===== config.mk =====
export PLATFORM = sky130hd
export DESIGN_NAME = core_dmem_if_flat
export DESIGN_NICKNAME = d
export VERILOG_FILES = /design/src/rtl/core_dmem_if_if.sv /design/src/rtl/core_dmem_if.sv /design/src/flat_wrapper.sv
export SDC_FILE = /design/constraint.sdc
export NUM_CORES = 1
export LEC_CHECK = 0
export BUFFER_PORTS_ARGS = -buffer_cell sky130_fd_sc_hd__buf_2
export CAP_MARGIN = 10
export CORE_ASPECT_RATIO = 0.6
export CORE_UTILIZATION = 50
export CTS_BUF_LIST = sky130_fd_sc_hd__clkbuf_4
export CTS_CLUSTER_SIZE = 8
export DETAILED_ROUTE_END_ITERATION = 8
export GPL_ROUTABILITY_DRIVEN = 1
export PLACE_DENSITY = 0.83
export SKIP_LAST_GASP = 1
export SYNTH_ARGS = -nofsm -noshare
export SYNTH_HDL_FRONTEND = slang
export SYNTH_SLANG_ARGS = --single-unit
export TNS_END_PERCENT = 50

===== constraint.sdc =====
create_clock -name CLK -period 4.8 [get_ports CLK]
set_clock_uncertainty 0.05 [all_clocks]
set_input_delay 0.24 -clock CLK [delete_from_list [all_inputs] [get_ports CLK]]
set_output_delay 0.24 -clock CLK [all_outputs]
set_load 0.03 [all_outputs]

===== src/rtl/core_dmem_if_if.sv =====
// Data-memory bus interface between core_dmem_if and the memory system.
//   master modport: core side (drives request fields, receives ack/read data)
//   slave modport : memory side (receives request fields, drives ack/read data)
//   M_REQ   request, held high for the whole access
//   M_WE    write enable (1 = store)
//   M_ADDR  word-aligned byte address
//   M_WSTRB byte-lane strobe
//   M_WDATA lane-shifted write data
//   M_ACK   completion; M_RDATA valid in the same cycle
//   M_RDATA read data
interface core_dmem_if_if;
    logic        M_REQ;
    logic        M_WE;
    logic [31:0] M_ADDR;
    logic [3:0]  M_WSTRB;
    logic [31:0] M_WDATA;
    logic        M_ACK;
    logic [31:0] M_RDATA;

    modport master (
        output M_REQ,
        output M_WE,
        output M_ADDR,
        output M_WSTRB,
        output M_WDATA,
        input  M_ACK,
        input  M_RDATA
    );

    modport slave (
        input  M_REQ,
        input  M_WE,
        input  M_ADDR,
        input  M_WSTRB,
        input  M_WDATA,
        output M_ACK,
        output M_RDATA
    );
endinterface


===== src/rtl/core_dmem_if.sv =====
// Data-memory access unit between the mem-control pipeline stage and the memory bus.
// Accepts one load/store in IDLE, runs it on the bus in BUSY until M_ACK, then spends one
// DONE cycle presenting the aligned/extended load result (LOAD_VALID) before returning to IDLE.
//
// Ports:
//   CLK, NRST         clock (rising edge), asynchronous active-low reset
//   ISLOAD, ISSTORE   access request (both high = load), sampled only in IDLE
//   DMEM_ADDR         byte address; STRB byte-lane strobe (0 = no access)
//   ISLOADBS/HWS      signed byte / signed halfword load
//   STORE_DATA        right-aligned store data
//   bus               core_dmem_if_if.master memory bus
//   STALL             pipeline hold (combinational)
//   LOAD_DATA         load result, held until the next load completes
//   LOAD_VALID        one-cycle pulse in DONE for loads
//   ERR               one-cycle misalignment fault pulse
//
// Build option: define MISALIGN_TRAP_EN to trap misaligned halfword/word accesses instead of
// issuing them on the bus. Without it ERR is always 0.
module core_dmem_if (
    input  logic         CLK,
    input  logic         NRST,
    input  logic         ISLOAD,
    input  logic         ISSTORE,
    input  logic [31:0]  DMEM_ADDR,
    input  logic [3:0]   STRB,
    input  logic         ISLOADBS,
    input  logic         ISLOADHWS,
    input  logic [31:0]  STORE_DATA,
    core_dmem_if_if.master bus,
    output logic         STALL,
    output logic [31:0]  LOAD_DATA,
    output logic         LOAD_VALID,
    output logic         ERR
);

    typedef enum logic [1:0] {StIdle, StBusy, StDone} state_e;
    typedef enum logic [1:0] {WByte, WHalf, WWord} width_e;

    state_e      state_q;
    width_e      width_q;
    width_e      req_width;
    logic        sign_q;
    logic        req_sign;
    logic        is_store_q;
    logic [1:0]  addr_lo_q;
    logic        accept;
    logic        misalign;

    logic        m_req_q;
    logic        m_we_q;
    logic [31:0] m_addr_q;
    logic [3:0]  m_wstrb_q;
    logic [31:0] m_wdata_q;
    logic [31:0] load_data_q;
    logic        load_valid_q;
    logic        err_q;

    logic [31:0] rdata_shifted;
    logic [31:0] load_ext;

    assign accept = (state_q == StIdle) && (ISLOAD || ISSTORE) && (STRB != 4'b0000);
    assign STALL  = accept || (state_q == StBusy);

    // Access width is implied by how many lanes the strobe enables.
    always_comb begin
        req_width = WWord;
        case (STRB)
            4'b0001, 4'b0010, 4'b0100, 4'b1000: req_width = WByte;
            4'b0011, 4'b1100:                   req_width = WHalf;
            default:                            req_width = WWord;
        endcase
    end

    always_comb begin
        req_sign = 1'b0;
        case (req_width)
            WByte:   req_sign = ISLOADBS;
            WHalf:   req_sign = ISLOADHWS;
            default: req_sign = 1'b0;
        endcase
    end

`ifdef MISALIGN_TRAP_EN
    assign misalign = ((req_width == WHalf) && DMEM_ADDR[0]) ||
                      ((req_width == WWord) && (DMEM_ADDR[1:0] != 2'b00));
`else
    assign misalign = 1'b0;
`endif

    // Bring the addressed lane down to bit 0, then extend by the registered width.
    assign rdata_shifted = bus.M_RDATA >> {addr_lo_q, 3'b000};

    always_comb begin
        load_ext = rdata_shifted;
        case (width_q)
            WByte:   load_ext = {{24{sign_q & rdata_shifted[7]}}, rdata_shifted[7:0]};
            WHalf:   load_ext = {{16{sign_q & rdata_shifted[15]}}, rdata_shifted[15:0]};
            default: load_ext = rdata_shifted;
        endcase
    end

    always_ff @(posedge CLK or negedge NRST) begin
        if (!NRST) begin
            state_q      <= StIdle;
            width_q      <= WWord;
            sign_q       <= 1'b0;
            is_store_q   <= 1'b0;
            addr_lo_q    <= 2'b00;
            m_req_q      <= 1'b0;
            m_we_q       <= 1'b0;
            m_addr_q     <= 32'h0;
            m_wstrb_q    <= 4'h0;
            m_wdata_q    <= 32'h0;
            load_data_q  <= 32'h0;
            load_valid_q <= 1'b0;
            err_q        <= 1'b0;
        end else begin
            load_valid_q <= 1'b0;
            err_q        <= 1'b0;
            case (state_q)
                StIdle: begin
                    if (accept) begin
                        width_q    <= req_width;
                        sign_q     <= req_sign;
                        is_store_q <= !ISLOAD;   // load wins when both are high
                        addr_lo_q  <= DMEM_ADDR[1:0];
                        m_we_q     <= !ISLOAD;
                        m_addr_q   <= {DMEM_ADDR[31:2], 2'b00};
                        m_wstrb_q  <= STRB;
                        m_wdata_q  <= STORE_DATA << {DMEM_ADDR[1:0], 3'b000};
                        if (misalign) begin
                            err_q   <= 1'b1;
                            state_q <= StDone;
                        end else begin
                            m_req_q <= 1'b1;
                            state_q <= StBusy;
                        end
                    end
                end
                StBusy: begin
                    if (bus.M_ACK) begin
                        m_req_q <= 1'b0;
                        state_q <= StDone;
                        if (!is_store_q) begin
                            load_data_q  <= load_ext;
                            load_valid_q <= 1'b1;
                        end
                    end
                end
                StDone: begin
                    state_q <= StIdle;
                end
                default: begin
                    m_req_q <= 1'b0;
                    state_q <= StIdle;
                end
            endcase
        end
    end

    assign bus.M_REQ   = m_req_q;
    assign bus.M_WE    = m_we_q;
    assign bus.M_ADDR  = m_addr_q;
    assign bus.M_WSTRB = m_wstrb_q;
    assign bus.M_WDATA = m_wdata_q;
    assign LOAD_DATA   = load_data_q;
    assign LOAD_VALID  = load_valid_q;
    assign ERR         = err_q;

endmodule


===== src/flat_wrapper.sv =====
// flat-port wrapper written by rule: the top's interface ports become plain ports
module core_dmem_if_flat 
  (CLK, NRST, ISLOAD, ISSTORE, DMEM_ADDR, STRB, ISLOADBS, ISLOADHWS, STORE_DATA, STALL, LOAD_DATA, LOAD_VALID, ERR, bus_M_REQ, bus_M_WE, bus_M_ADDR, bus_M_WSTRB, bus_M_WDATA, bus_M_ACK, bus_M_RDATA);
  core_dmem_if_if bus_i ();
  input  logic CLK;
  input  logic NRST;
  input  logic ISLOAD;
  input  logic ISSTORE;
  input  logic [31:0] DMEM_ADDR;
  input  logic [3:0] STRB;
  input  logic ISLOADBS;
  input  logic ISLOADHWS;
  input  logic [31:0] STORE_DATA;
  output logic STALL;
  output logic [31:0] LOAD_DATA;
  output logic LOAD_VALID;
  output logic ERR;
  output wire logic [$bits(bus_i.M_REQ)-1:0] bus_M_REQ;
  output wire logic [$bits(bus_i.M_WE)-1:0] bus_M_WE;
  output wire logic [$bits(bus_i.M_ADDR)-1:0] bus_M_ADDR;
  output wire logic [$bits(bus_i.M_WSTRB)-1:0] bus_M_WSTRB;
  output wire logic [$bits(bus_i.M_WDATA)-1:0] bus_M_WDATA;
  input wire logic [$bits(bus_i.M_ACK)-1:0] bus_M_ACK;
  input wire logic [$bits(bus_i.M_RDATA)-1:0] bus_M_RDATA;
  assign bus_M_REQ = bus_i.M_REQ;
  assign bus_M_WE = bus_i.M_WE;
  assign bus_M_ADDR = bus_i.M_ADDR;
  assign bus_M_WSTRB = bus_i.M_WSTRB;
  assign bus_M_WDATA = bus_i.M_WDATA;
  assign bus_i.M_ACK = bus_M_ACK;
  assign bus_i.M_RDATA = bus_M_RDATA;
  core_dmem_if u_core (.CLK(CLK), .NRST(NRST), .ISLOAD(ISLOAD), .ISSTORE(ISSTORE), .DMEM_ADDR(DMEM_ADDR), .STRB(STRB), .ISLOADBS(ISLOADBS), .ISLOADHWS(ISLOADHWS), .STORE_DATA(STORE_DATA), .bus(bus_i), .STALL(STALL), .LOAD_DATA(LOAD_DATA), .LOAD_VALID(LOAD_VALID), .ERR(ERR));
endmodule

# Word-level counts from Yosys, hierarchy flattened
# Index checks and enable logic that the tools add are counted.
dict set report op_classes {
  n_eq_ne 12
  shifts 2
  n_mux 12
  n_bitwise 4
  reduce_logical 15
}
# op n
set ops {}
lappend ops {{$pmux W32 S2} 1}
lappend ops {{$shl A32 B5 Y32} 1}
lappend ops {{$shr A32 B5 Y32} 1}
lappend ops {{$eq A4 B2 Y1 const B} 2}
lappend ops {{$eq A4 B4 Y1 const B} 2}
lappend ops {{$pmux W2 S2} 2}
lappend ops {{$eq A2 B1 Y1 const B} 3}
lappend ops {{$logic_not A2 Y1} 3}
lappend ops {{$reduce_and A3 Y1} 2}
lappend ops {{$mux W1} 5}
lappend ops {{$eq A4 B1 Y1 const B} 1}
lappend ops {{$eq A4 B3 Y1 const B} 1}
lappend ops {{$mux W2} 2}
lappend ops {{$reduce_and A2 Y1} 2}
lappend ops {{$reduce_bool A4 Y1} 1}
lappend ops {{$reduce_or A4 Y1} 1}
lappend ops {{$pmux W1 S3} 1}
lappend ops {{$and A1 B1 Y1} 2}
lappend ops {{$eq A2 B2 Y1 const B} 1}
lappend ops {{$logic_and A1 B1 Y1} 2}
lappend ops {{$logic_or A1 B1 Y1} 2}
lappend ops {{$ne A2 B1 Y1 const B} 1}
lappend ops {{$ne A2 B2 Y1 const B} 1}
lappend ops {{$not A1 Y1} 2}
lappend ops {{other kinds (3)} 3}
dict set report word_totals {
  reg_bits 108
  input_bits 107
  out_inout_bits 105
  word_cells 56
}

# Logic depth before layout (Yosys ltp)
dict set report depth {
  ltp_word 5
  ltp_mapped 6
  depth_no_buf 4
}

# Least setup slack after synthesis
# Ideal clock, no wire load.
dict set report synth_path {
  kind {flip-flop to output port}
  startpoint {register u_core.state_q[0]}
  endpoint {output STALL}
  arrival_time_ns 1.380
  required_time_ns 4.510
  path_slack_ns 3.130
  stages_incl_launch_ff 5
  path_buffers 2
  cell_sequence {dfrtp_1 a2111o_1 buf_6 buf_2 nand2_1}
}
dict set report synth_between {
  elab_chain_cells 4
  word_cells_on_any_way 5
  cone_classes {eq/ne: 1; reduce/logical: 4}
}
# element line_no
set synth_lines {}
lappend synth_lines {{start: declaration} core_dmem_if.sv:39} ;# state_e state_q;
lappend synth_lines {{start signal: assignment} core_dmem_if.sv:104} ;# state_q <= StIdle;
lappend synth_lines {{start signal: assignment} core_dmem_if.sv:133} ;# state_q <= StDone;
lappend synth_lines {{start signal: assignment} core_dmem_if.sv:136} ;# state_q <= StBusy;
lappend synth_lines {{$logic_not A2 Y1} core_dmem_if.sv:61} ;# assign accept = (state_q == StIdle) && (ISLOAD || ISSTORE) && (STRB != 4'b0000);
lappend synth_lines {{$logic_and A1 B1 Y1 (2 in a row)} core_dmem_if.sv:61}
lappend synth_lines {{$logic_or A1 B1 Y1 *} core_dmem_if.sv:62} ;# assign STALL = accept || (state_q == StBusy);
lappend synth_lines {{end: declaration} flat_wrapper.sv:14} ;# output logic STALL;
# Every way passes the cells marked *; elsewhere a longest branch is shown, timed or not.

# Final worst setup path
dict set report layout_path {
  startpoint {register u_core.addr_lo_q[1]}
  endpoint {register u_core.load_data_q[20], in the netlist u_core.LOAD_DATA[20]}
}
dict set report layout_between {
  elab_chain_cells 3
  word_cells_on_any_way 4
  cone_classes {shift: 1; mux: 1; bitwise: 2}
}
# element line_no
set layout_lines {}
lappend layout_lines {{start: declaration} core_dmem_if.sv:45} ;# logic [1:0] addr_lo_q;
lappend layout_lines {{start signal: assignment} core_dmem_if.sv:126} ;# addr_lo_q <= DMEM_ADDR[1:0];
lappend layout_lines {{$shr A32 B5 Y32 *} core_dmem_if.sv:91} ;# assign rdata_shifted = bus.M_RDATA >> {addr_lo_q, 3'b000};
lappend layout_lines {{$and A1 B1 Y1 (on tied branches)} {core_dmem_if.sv:97, core_dmem_if.sv:96}}
lappend layout_lines {{$pmux W32 S2 *} core_dmem_if.sv:95} ;# case (width_q)
lappend layout_lines {{end signal: assignment} core_dmem_if.sv:145} ;# load_data_q <= load_ext;
lappend layout_lines {{end: declaration} core_dmem_if.sv:54} ;# logic [31:0] load_data_q;
# Marks and branches as above.
# A chain may end at the register's enable or synchronous reset.

==> parameters.txt <==
Parameter                              Value

Power and ir drop
  Fraction of power spent switching nets    0.506
  Power per Cell Area    ~660 nW/µm²
  Combinational cell fraction of total power    0.523
  Switching Power    about 0.0023 W
  Lkg Pwr    3.56 nW
  Clock network power share    0.107
  VDD IR max    between 400 and 500 µV
  Sequential Power Share    0.370
  Internal power    about 0.0022 W
  Total design power    0.00450 W

Synth
  Synthesized area    5180 µm²
  Cell count after synthesis    approximately 550
  Post-synth EDFFs    0
  Yosys warns    0
  Register bit total from synthesis    between 100 and 150
  Number of distinct standard cells referenced by the synthesized netlist    41
  Fraction of registers with async set or reset after synthesis    1.00
  Main synth FF type    dfrtp_1
  Seq/Total Area, Yosys    0.522
  Average size of a mapped cell    between 9 and 10 µm²

Global routing
  Gr usage total    0.288
  Number of global-route vias before repair    approximately 4600
  Global-route wire length before repair    between 20000 and 25000 µm
  Maximum number of pins on one net before global-route repair    73
  Number of antenna violations at the first check in global routing    0
  GRT overflow    0

Clocking
  TritonCTS clock tree    yes
  Number of H-tree levels    3
  Clock edge transition at the registers on the reported setup and hold paths    160 ps
  Worst skew pair latency    roughly 460 ps
  Number of clock sinks    108
  Root cell of the clock tree    clkbuf_4
  Count of instances resized after the clock tree is built    0
  Worst-case clock buffer depth    2
  Number of clock buffers inserted by TritonCTS    9

Route
  Per-cell via count in the routed design    between 5 and 6
  Detailed-route wire length    approximately 16000 µm
  Drt first-iter violations    just under 400
  Routed Antenna Nets    0
  Detailed-route wire length per cell    16.9 µm
  Detailed-route via count    ~4900
  Highest Signal Layer    met4
  Amount of wire on met2 after detailed routing    approximately 7300 µm
  Initial DRT Pass Iterations    5
  Number of DRC violations after detailed routing    0
  Routed length on met1    6940 µm
  Met3 layer wire length in the routed design    1230 µm

Timing
  Part of the cycle the worst path needs    0.567
  Number of endpoints failing setup at the final stage    0
  Final Hold Viols    0
  RSZ-0062 raised after global routing    no
  Post-Route Setup TNS    0 ps
  Worst slew slack as a fraction of its limit    0.251
  Max Slew Vio Count    0
  Min Tclk post-route    roughly 2700 ps
  Achievable Freq    ~0.37 GHz
  Slew @ Worst Pin    1120 ps

Hold path
  Hold Crit Class    input port to flip-flop

Floorplan
  Total Die Area    around 11000 µm²
  Initial Utilization    0.521
  Die Y-Extent    around 81 µm
  Number of ports placed on the die boundary    about 210
  Core Region    around 10000 µm²
  Number of placement rows    28
  Die Span X    133 µm

Job
  Reported max-cap violation count    0

Setup path
  Kind of end point of the critical path    flip-flop
  Critical path data required time    just over 5000 ps
  CP cell instances    mux4_2, o211ai_2, o311ai_0
  Critical path arrival    between 2000 and 3000 ps
  Worst-path fanout max    29
  Startpoint-to-endpoint class of the critical path    flip-flop to flip-flop
  Stage delay of the slowest cell on the critical path    around 1100 ps
  Startpoint type of the worst setup path    flip-flop
  Slowest library cell on the worst path    dfrtp_1

Cells and area
  Most frequent standard cell in the layout excluding fill and tap cells    buf_2
  Top library cells by usage in the layout, fill and taps aside    buf_2, nand2_1, dfrtp_1
  Area delta synth->final    31.5%
  Count of antenna diodes in the layout    0
  Fin nets    just under 900
  Final core utilization    0.685
  Layout cells sized above 1    0.321
  Filler cell count    slightly below 800

Placement
  Final weighted congestion of routability-driven global placement    roughly 0.94
  Half-perimeter wire length after detailed placement    about 11000 µm
  Buffers added on ports    208

Run status
  Result of the run    completed
-- flip-flops by register name, indices dropped and copies added, names as in the netlist --
register,cells
u_core.bus.M_WDATA,32
u_core.bus.M_WSTRB,4
u_core.is_store_q,1
u_core.bus.M_REQ,1
u_core.width_q,2
u_core.addr_lo_q,2
u_core.LOAD_VALID,1
u_core.sign_q,1
u_core.LOAD_DATA,32
u_core.bus.M_ADDR,30
u_core.state_q,2
-- final cells by class --
class                      instances  area, µm²  area share
inverter                           2       7.51     0.00110
multi-input combinational        401       2240       0.329
tap                              135        169      0.0248
timing repair buffer             259       1540       0.227
sequential                       108       2700       0.397
clock buffer                      10       75.1      0.0110
clock inverter                     6       72.6      0.0107
-- cells by family (layout without fill, tap and decap cells) --
family | Yosys count | after routing | synth area share
and+or+nand+nor | 244 | 244 | 0.191
DFF | 108 | 108 | 0.522
AOI/OAI and AO/OA | 102 | 102 | 0.133
muxes | 51 | 51 | 0.105
buffers and inverters | 44 | 277 | 0.0476
other | 1 | 3 | 0.000724
xor gates and xnor gates | 1 | 1 | 0.00169
-- cell usage after synthesis, types with 8 or more instances --
cell / n / area (µm²)
a211oi_1: 8 / 60.1
a21oi_1: 31 / 155
buf_2: 17 / 85.1
buf_4: 8 / 60.1
clkbuf_1: 9 / 33.8
dfrtp_1: 107 / 2680
mux2_2: 15 / 169
mux2i_1: 35 / 350
nand2_1: 188 / 706
nand3_1: 9 / 45.0
nor2_1: 27 / 101
nor2b_1: 10 / 62.6
o211ai_1: 9 / 67.6
o21ai_0: 17 / 85.1
o2bb2ai_1: 8 / 70.1
o311ai_0: 8 / 70.1
o31ai_1: 9 / 67.6
-- metal layers --
layer / vias up / GRT usage
met5: - / 0
met2: 226 / 0.448
met3: 14 / 0.0755
met1: 2386 / 0.404
met4: 0 / 0.0727
li1: 2321 / -
-- per-stage QoR --
stage                     setup WS, ps  area [µm²]  std cells  hold WS [ps]
after floorplan                   3130        5190        553          -106
after global placement            2290        6190        858           366
after detailed placement          2150        6190        858           378
after CTS                         2130        6810        921          12.1
after global routing              1880        6810        921          4.46
final                             2080        6810        921          62.3
-- final timing paths --
path / to / slack [ps] / from / cells after the start
max: u_core.LOAD_DATA[20] / 2080 / u_core.addr_lo_q[1] / 3
min: u_core.LOAD_DATA[26] / 60 / bus_M_RDATA[26] / 3
max reg2reg: u_core.LOAD_DATA[20] / 2080 / u_core.addr_lo_q[1] / 3
min reg2reg: u_core.bus.M_ADDR[2] / 440 / u_core.bus.M_ADDR[2] / 2
max in group asynchronous: u_core.bus.M_ADDR[14] / 3320 / NRST / 3
min in group asynchronous: u_core.sign_q / 370 / NRST / 2
-- critical path, delay by kind of cell, from the launching register on --
| family | cells | cell delay [ps] |
|---|---|---|
| multiplexers | 1 | 620 |
| flip-flops | 1 | 1060 |
| AO/OA/AOI/OAI | 2 | 830 |
-- power by group through the flow --
stage	combinational, W	sequential [W]	clock [W]
2_1_floorplan	0.000950	0.00234	0
3_3_place_gp	0.00224	0.00164	0
3_5_place_dp	0.00230	0.00166	0
4_1_cts	0.00234	0.00165	0.000502
5_1_grt	0.00253	0.00171	0.000534
6_report	0.00236	0.00166	0.000484
-- timing repair --
action / 4_1_cts / 5_1_grt
hold buffers: 47 / 0
endpoints found under the hold margin: 117 / 0
setup buffers: 0 / 0
Note: power is estimated with default switching activity, not from simulation.
